### config.mk
export PLATFORM = sky130hd
export DESIGN_NAME = mult_booth
export DESIGN_NICKNAME = d
export VERILOG_FILES = /design/src/rtl/mult_booth.sv
export SDC_FILE = /design/constraint.sdc
export NUM_CORES = 1
export LEC_CHECK = 0
export ABC_AREA = 1
export BUFFER_PORTS_ARGS = -buffer_cell sky130_fd_sc_hd__clkbuf_2
export CAP_MARGIN = 20
export CORE_AREA = 3 3 259 159
export DETAILED_ROUTE_END_ITERATION = 10
export DIE_AREA = 0 0 262 162
export GPL_TIMING_DRIVEN = 0
export PLACE_DENSITY_LB_ADDON = 0.1
export SLEW_MARGIN = 20
export SYNTH_ARGS = -nofsm -noshare
export SYNTH_HDL_FRONTEND = slang
export SYNTH_SLANG_ARGS = --single-unit
### constraint.sdc
create_clock -name clk -period 2.64 [get_ports clk]
set_input_delay 0.396 -clock clk [delete_from_list [all_inputs] [get_ports clk]]
set_output_delay 0.396 -clock clk [all_outputs]
set_load 0.02 [all_outputs]
### src/rtl/mult_booth.sv
// -----------------------------------------------------------------------------
// mult_booth
//   Sequential signed multiplier using radix-2 Booth recoding, one step per
//   clock. It is the multiply half of the ALU's HI/LO datapath. A start pulse
//   taken while idle latches the two's-complement operands. WIDTH clock edges
//   later the exact 2*WIDTH-bit product is written to hi/lo, and done pulses
//   for one cycle.
//
// Ports
//   clk    in   1      rising-edge clock
//   reset  in   1      asynchronous, active-low reset
//   start  in   1      operation request, honoured only while idle
//   a      in   WIDTH  multiplicand, two's complement
//   b      in   WIDTH  multiplier, two's complement
//   busy   out  1      high while an operation is running
//   done   out  1      one-cycle pulse; hi/lo are valid in this cycle
//   hi     out  WIDTH  upper word of the product
//   lo     out  WIDTH  lower word of the product
// -----------------------------------------------------------------------------
module mult_booth #(
  parameter int WIDTH = 32
) (
  input  logic             clk,
  input  logic             reset,
  input  logic             start,
  input  logic [WIDTH-1:0] a,
  input  logic [WIDTH-1:0] b,
  output logic             busy,
  output logic             done,
  output logic [WIDTH-1:0] hi,
  output logic [WIDTH-1:0] lo
);

  localparam int CW = $clog2(WIDTH) + 1;
  localparam logic [CW-1:0] CNT_LOAD = CW'(WIDTH);
  localparam logic [CW-1:0] CNT_ONE  = CW'(1);

  typedef enum logic [0:0] {
    IDLE = 1'b0,
    RUN  = 1'b1
  } state_t;

  state_t           state;
  state_t           state_next;
  logic [WIDTH:0]   m;
  logic [WIDTH:0]   m_next;
  logic [WIDTH:0]   acc;
  logic [WIDTH:0]   acc_next;
  logic [WIDTH-1:0] q;
  logic [WIDTH-1:0] q_next;
  logic             q_1;
  logic             q_1_next;
  logic [CW-1:0]    cnt;
  logic [CW-1:0]    cnt_next;
  logic             busy_next;
  logic             done_next;
  logic [WIDTH-1:0] hi_next;
  logic [WIDTH-1:0] lo_next;

  // Booth step datapath
  logic [WIDTH:0]   sum;
  logic [WIDTH:0]   acc_sh;
  logic [WIDTH-1:0] q_sh;
  logic             q_1_sh;

  // Booth recoding of the pair {Q[0], q_1}: 01 adds M, 10 subtracts M,
  // 00/11 leave the accumulator alone. The extra guard bit in acc/m keeps
  // acc - m exact even for the most negative multiplicand.
  function automatic logic [WIDTH:0] booth_add(
    input logic [WIDTH:0] acc_in,
    input logic [WIDTH:0] m_in,
    input logic [1:0]     sel
  );
    logic [WIDTH:0] res;
    case (sel)
      2'b01:   res = acc_in + m_in;
      2'b10:   res = acc_in - m_in;
      default: res = acc_in;
    endcase
    return res;
  endfunction

  // One Booth add/subtract followed by an arithmetic right shift of {acc,q,q_1}
  always_comb begin
    sum    = booth_add(acc, m, {q[0], q_1});
    acc_sh = {sum[WIDTH], sum[WIDTH:1]};
    q_sh   = {sum[0], q[WIDTH-1:1]};
    q_1_sh = q[0];
  end

  // Next-state and next-register logic for the IDLE/RUN controller
  always_comb begin
    state_next = state;
    m_next     = m;
    acc_next   = acc;
    q_next     = q;
    q_1_next   = q_1;
    cnt_next   = cnt;
    busy_next  = busy;
    done_next  = 1'b0;
    hi_next    = hi;
    lo_next    = lo;

    case (state)
      IDLE: begin
        if (start) begin
          m_next     = {a[WIDTH-1], a};
          acc_next   = '0;
          q_next     = b;
          q_1_next   = 1'b0;
          cnt_next   = CNT_LOAD;
          busy_next  = 1'b1;
          state_next = RUN;
        end else begin
          busy_next  = 1'b0;
          state_next = IDLE;
        end
      end
      RUN: begin
        acc_next = acc_sh;
        q_next   = q_sh;
        q_1_next = q_1_sh;
        cnt_next = cnt - CNT_ONE;
        // Last step: publish the freshly shifted product. acc_sh[WIDTH] is
        // only a sign copy and is not part of the product.
        if (cnt == CNT_ONE) begin
          hi_next    = acc_sh[WIDTH-1:0];
          lo_next    = q_sh;
          done_next  = 1'b1;
          busy_next  = 1'b0;
          state_next = IDLE;
        end else begin
          busy_next  = 1'b1;
          state_next = RUN;
        end
      end
      default: begin
        busy_next  = 1'b0;
        state_next = IDLE;
      end
    endcase
  end

  // State, datapath and output registers
  always_ff @(posedge clk or negedge reset) begin
    if (!reset) begin
      state <= IDLE;
      m     <= '0;
      acc   <= '0;
      q     <= '0;
      q_1   <= 1'b0;
      cnt   <= '0;
      busy  <= 1'b0;
      done  <= 1'b0;
      hi    <= '0;
      lo    <= '0;
    end else begin
      state <= state_next;
      m     <= m_next;
      acc   <= acc_next;
      q     <= q_next;
      q_1   <= q_1_next;
      cnt   <= cnt_next;
      busy  <= busy_next;
      done  <= done_next;
      hi    <= hi_next;
      lo    <= lo_next;
    end
  end

endmodule

==> flow_summary.toml <==
[final_layout]
fillers = 4197
nets = 1614
mostFrequentLayoutCells = "361 x nand2_1, 166 x dfrtp_1, 132 x clkbuf_2"
drive_gt1_frac = 0.363
final_common_cell = "nand2_1"
synthToLayoutAreaGrowth_pct = 43.7
fin_cells = 2044
antenna_cells = 0

[floorplan]
rows = 56
die_h_um = 162
io_pins = 133
die_x_um = 262
design.core.area_um2 = 39000
start_util = 0.249
dieArea_um2 = 42400

[worst_setup_path]
endpoint_kind = "register"
worstSetupPathType = "register to register"
cp_max_fo = 4
cp_data_arrival_time_ns = 3.71
start_kind = "register"
critical_path_required_ns = 2.99

[synthesis]
synth-seq-area-share = 0.436
synth_fa_ha_area_frac = 0.0485
synth-edff-count = 0
yosysWarnings = 0
synthFlopType = "dfrtp_1"
syn_area_um2 = 9710
synth_cell_type_count = 43
syn_nets = 1395
async_flop_share = 1.00
synth_area_leaders = "dfrtp_1 44%, nand2_1 17%, inv_1 5.3%, ha_1 4.6%, o21ai_0 4.6%"
synthSimpleGateAreaFrac = 0.278
synth_xor_area_frac = 0.0307
muxShareOfSynthArea = 0.00206
synth_cells = 1291
syn_avg_cell_area_um2 = 7.52
synth_top_area_frac = 0.436
ys_ff_latch = 169
synth_top_family_by_area = "simple AND/OR/NAND/NOR gates"
synth_compound_area_frac = 0.132
yosys.area.top_type = "dfrtp_1"

[sta]
worst_slew_pin_slew_ns = 0.874
fmax_mhz = 297
slew_violations = 0
worst_clock_skew_ns = 0.0101
hold_violations = 0
setup_viol = 50
grt_setup_unrepaired = "yes"
hold_ws_ns = 0.135
setup_ws_ns = -0.728
period_share = 1.28
max_slew_margin = 0.417
layout_min_cycle_time_ns = 3.37

[flow_run]
cap_violations = 0

[cts]
numCtsBuffers = 17
cts_tree = "done"
htree_levels = 4
clk_pin_slew_ns = 0.07
cts.path.max_buffers = 2
insertion_delay_ns = 0.45
cts.sinks = 169
cts_root_buf = "clkbuf_16"

[grt]
grt_pass1_vias = 9134
grt_start_max_net_pins = 68
grt_pass1_wl_mm = 55.8
grtUsageMet3 = 0.0346
grtUsageMet1 = 0.289
use_met2 = 0.228
grt_antenna_before_repair = 0
overflow = 0
grt.total_usage = 0.175
busiest_layer = "met1"

[routing]
drtPass1Iterations = 5
ant_nets = 0
drt_iter0_markers = 552
post_drt_via_cell_ratio = 4.57
wl_per_cell_um = 18.0
drcViolationCount = 0
drt_wl_total_mm = 36.9
vias = 9341

[place]
hpwlAfterDp_mm = 28.1
port_buffers = 132
pre_cts_slack_ns = -1.24
dp.cells = 1947
gp_congestion = 0.927

[outcome]
violations = "negative setup slack"
status = "finished, violations left"

[worst_hold_path]
hold_class = "input pin to register"
layout make-up:
cell class	instances	area (um^2)	share of cell area
Buffer	47	229	0.0164
Clock buffer	21	470	0.0337
Clock inverter	10	141	0.0101
Inverter	139	533	0.0382
Multi-Input combinational cell	936	6380	0.457
Sequential cell	169	4230	0.303
Tap cell	522	653	0.0468
Timing Repair Buffer	200	1310	0.0938
sequential cells by signal, summed over array words and instances, names as in the netlist:
| name | count |
|---|---|
| q | 32 |
| cnt | 6 |
| m | 32 |
| lo | 32 |
| state | 1 |
| q_1 | 1 |
| hi | 32 |
| done | 1 |
| acc | 32 |
logic make-up after synthesis:
kind of cell | after synthesis
AOI/OAI and AO/OA | 212
xor gates and xnor gates | 34
adders and majority gates | 37
buffers and inverters | 186
DFF | 169
muxes | 2
and+or+nand+nor | 651
path summary, 6_finish.rpt:
path                                   start  slack, ns                  end  depth (start not counted)
max in group asynchronous              reset       1.48    m[21]$_DFFE_PN0P_                          3
hold reg to reg            lo[1]$_DFFE_PN0P_       0.48    lo[1]$_DFFE_PN0P_                          2
setup reg to reg            m[3]$_DFFE_PN0P_      -0.73  acc[24]$_DFFE_PN0P_                         20
setup / recovery            m[3]$_DFFE_PN0P_      -0.73  acc[24]$_DFFE_PN0P_                         20
min in group asynchronous              reset       0.45    lo[7]$_DFFE_PN0P_                          2
hold / removal                         a[10]       0.14    m[10]$_DFFE_PN0P_                          3
per-layer routing:
layer,share of wire,wire (um),up-vias
met1,0.56,20600,4509
met3,0.051,1870,23
met4,0.010,368,0
li1,-,-,4632
met5,0,0,-
met2,0.38,14100,177
metrics by stage:
step | util | cell area [um^2] | setup TNS [ns]
2_1_floorplan | - | 9810 | -1.72
3_3_place_gp | 0.286 | 11100 | -447.95
3_5_place_dp | 0.287 | 11200 | -49.54
4_1_cts | 0.337 | 13100 | -23.34
5_1_grt | 0.358 | 13900 | -34.71
6_report | 0.358 | 13900 | -24.81
synthesized netlist by cell type, types with 6 or more instances:
cell        n
xnor2_1    14
a21oi_1    38
nand2_1   437
inv_1     136
dfrtp_1   169
nor3_1      6
xor2_1     20
o22ai_1     8
nand3_1    80
ha_1       36
o21ai_1    10
or2_2      12
clkbuf_1   35
o21ai_0    90
o21bai_1    7
o221ai_1   31
nor2_1     91
o211ai_1   10
buf_2       7
what timing repair did:
action                     CTS  global route
pin swaps                   57            99
gates resized for setup    234           171
hold buffers                 1             0
cloned                       0             0
setup buffers               45            20
setup endpoints to repair   64            57
hold endpoints to repair    36             0
worst max-delay path: stages, from the launching register on:
cell and delay (ns):
dfrtp_2 0.43, nor2_4 0.15, nand4_4 0.10, nor3_4 0.22, nand2_2 0.11, nor3_4 0.18
nand3_2 0.14, nand2_4 0.13, buf_6 0.12, xnor2_4 0.13, inv_4 0.08, ha_4 0.34
nand2_4 0.11, nor2_4 0.14, nand2_1 0.10, nor4_1 0.25, nand2_1 0.13, nand3_1 0.13
nand3_2 0.11, nand3_2 0.10, nand2_1 0.05
Power is not shown: default switching activity piles up to over one toggle a cycle in this logic, so the estimate is an artifact.
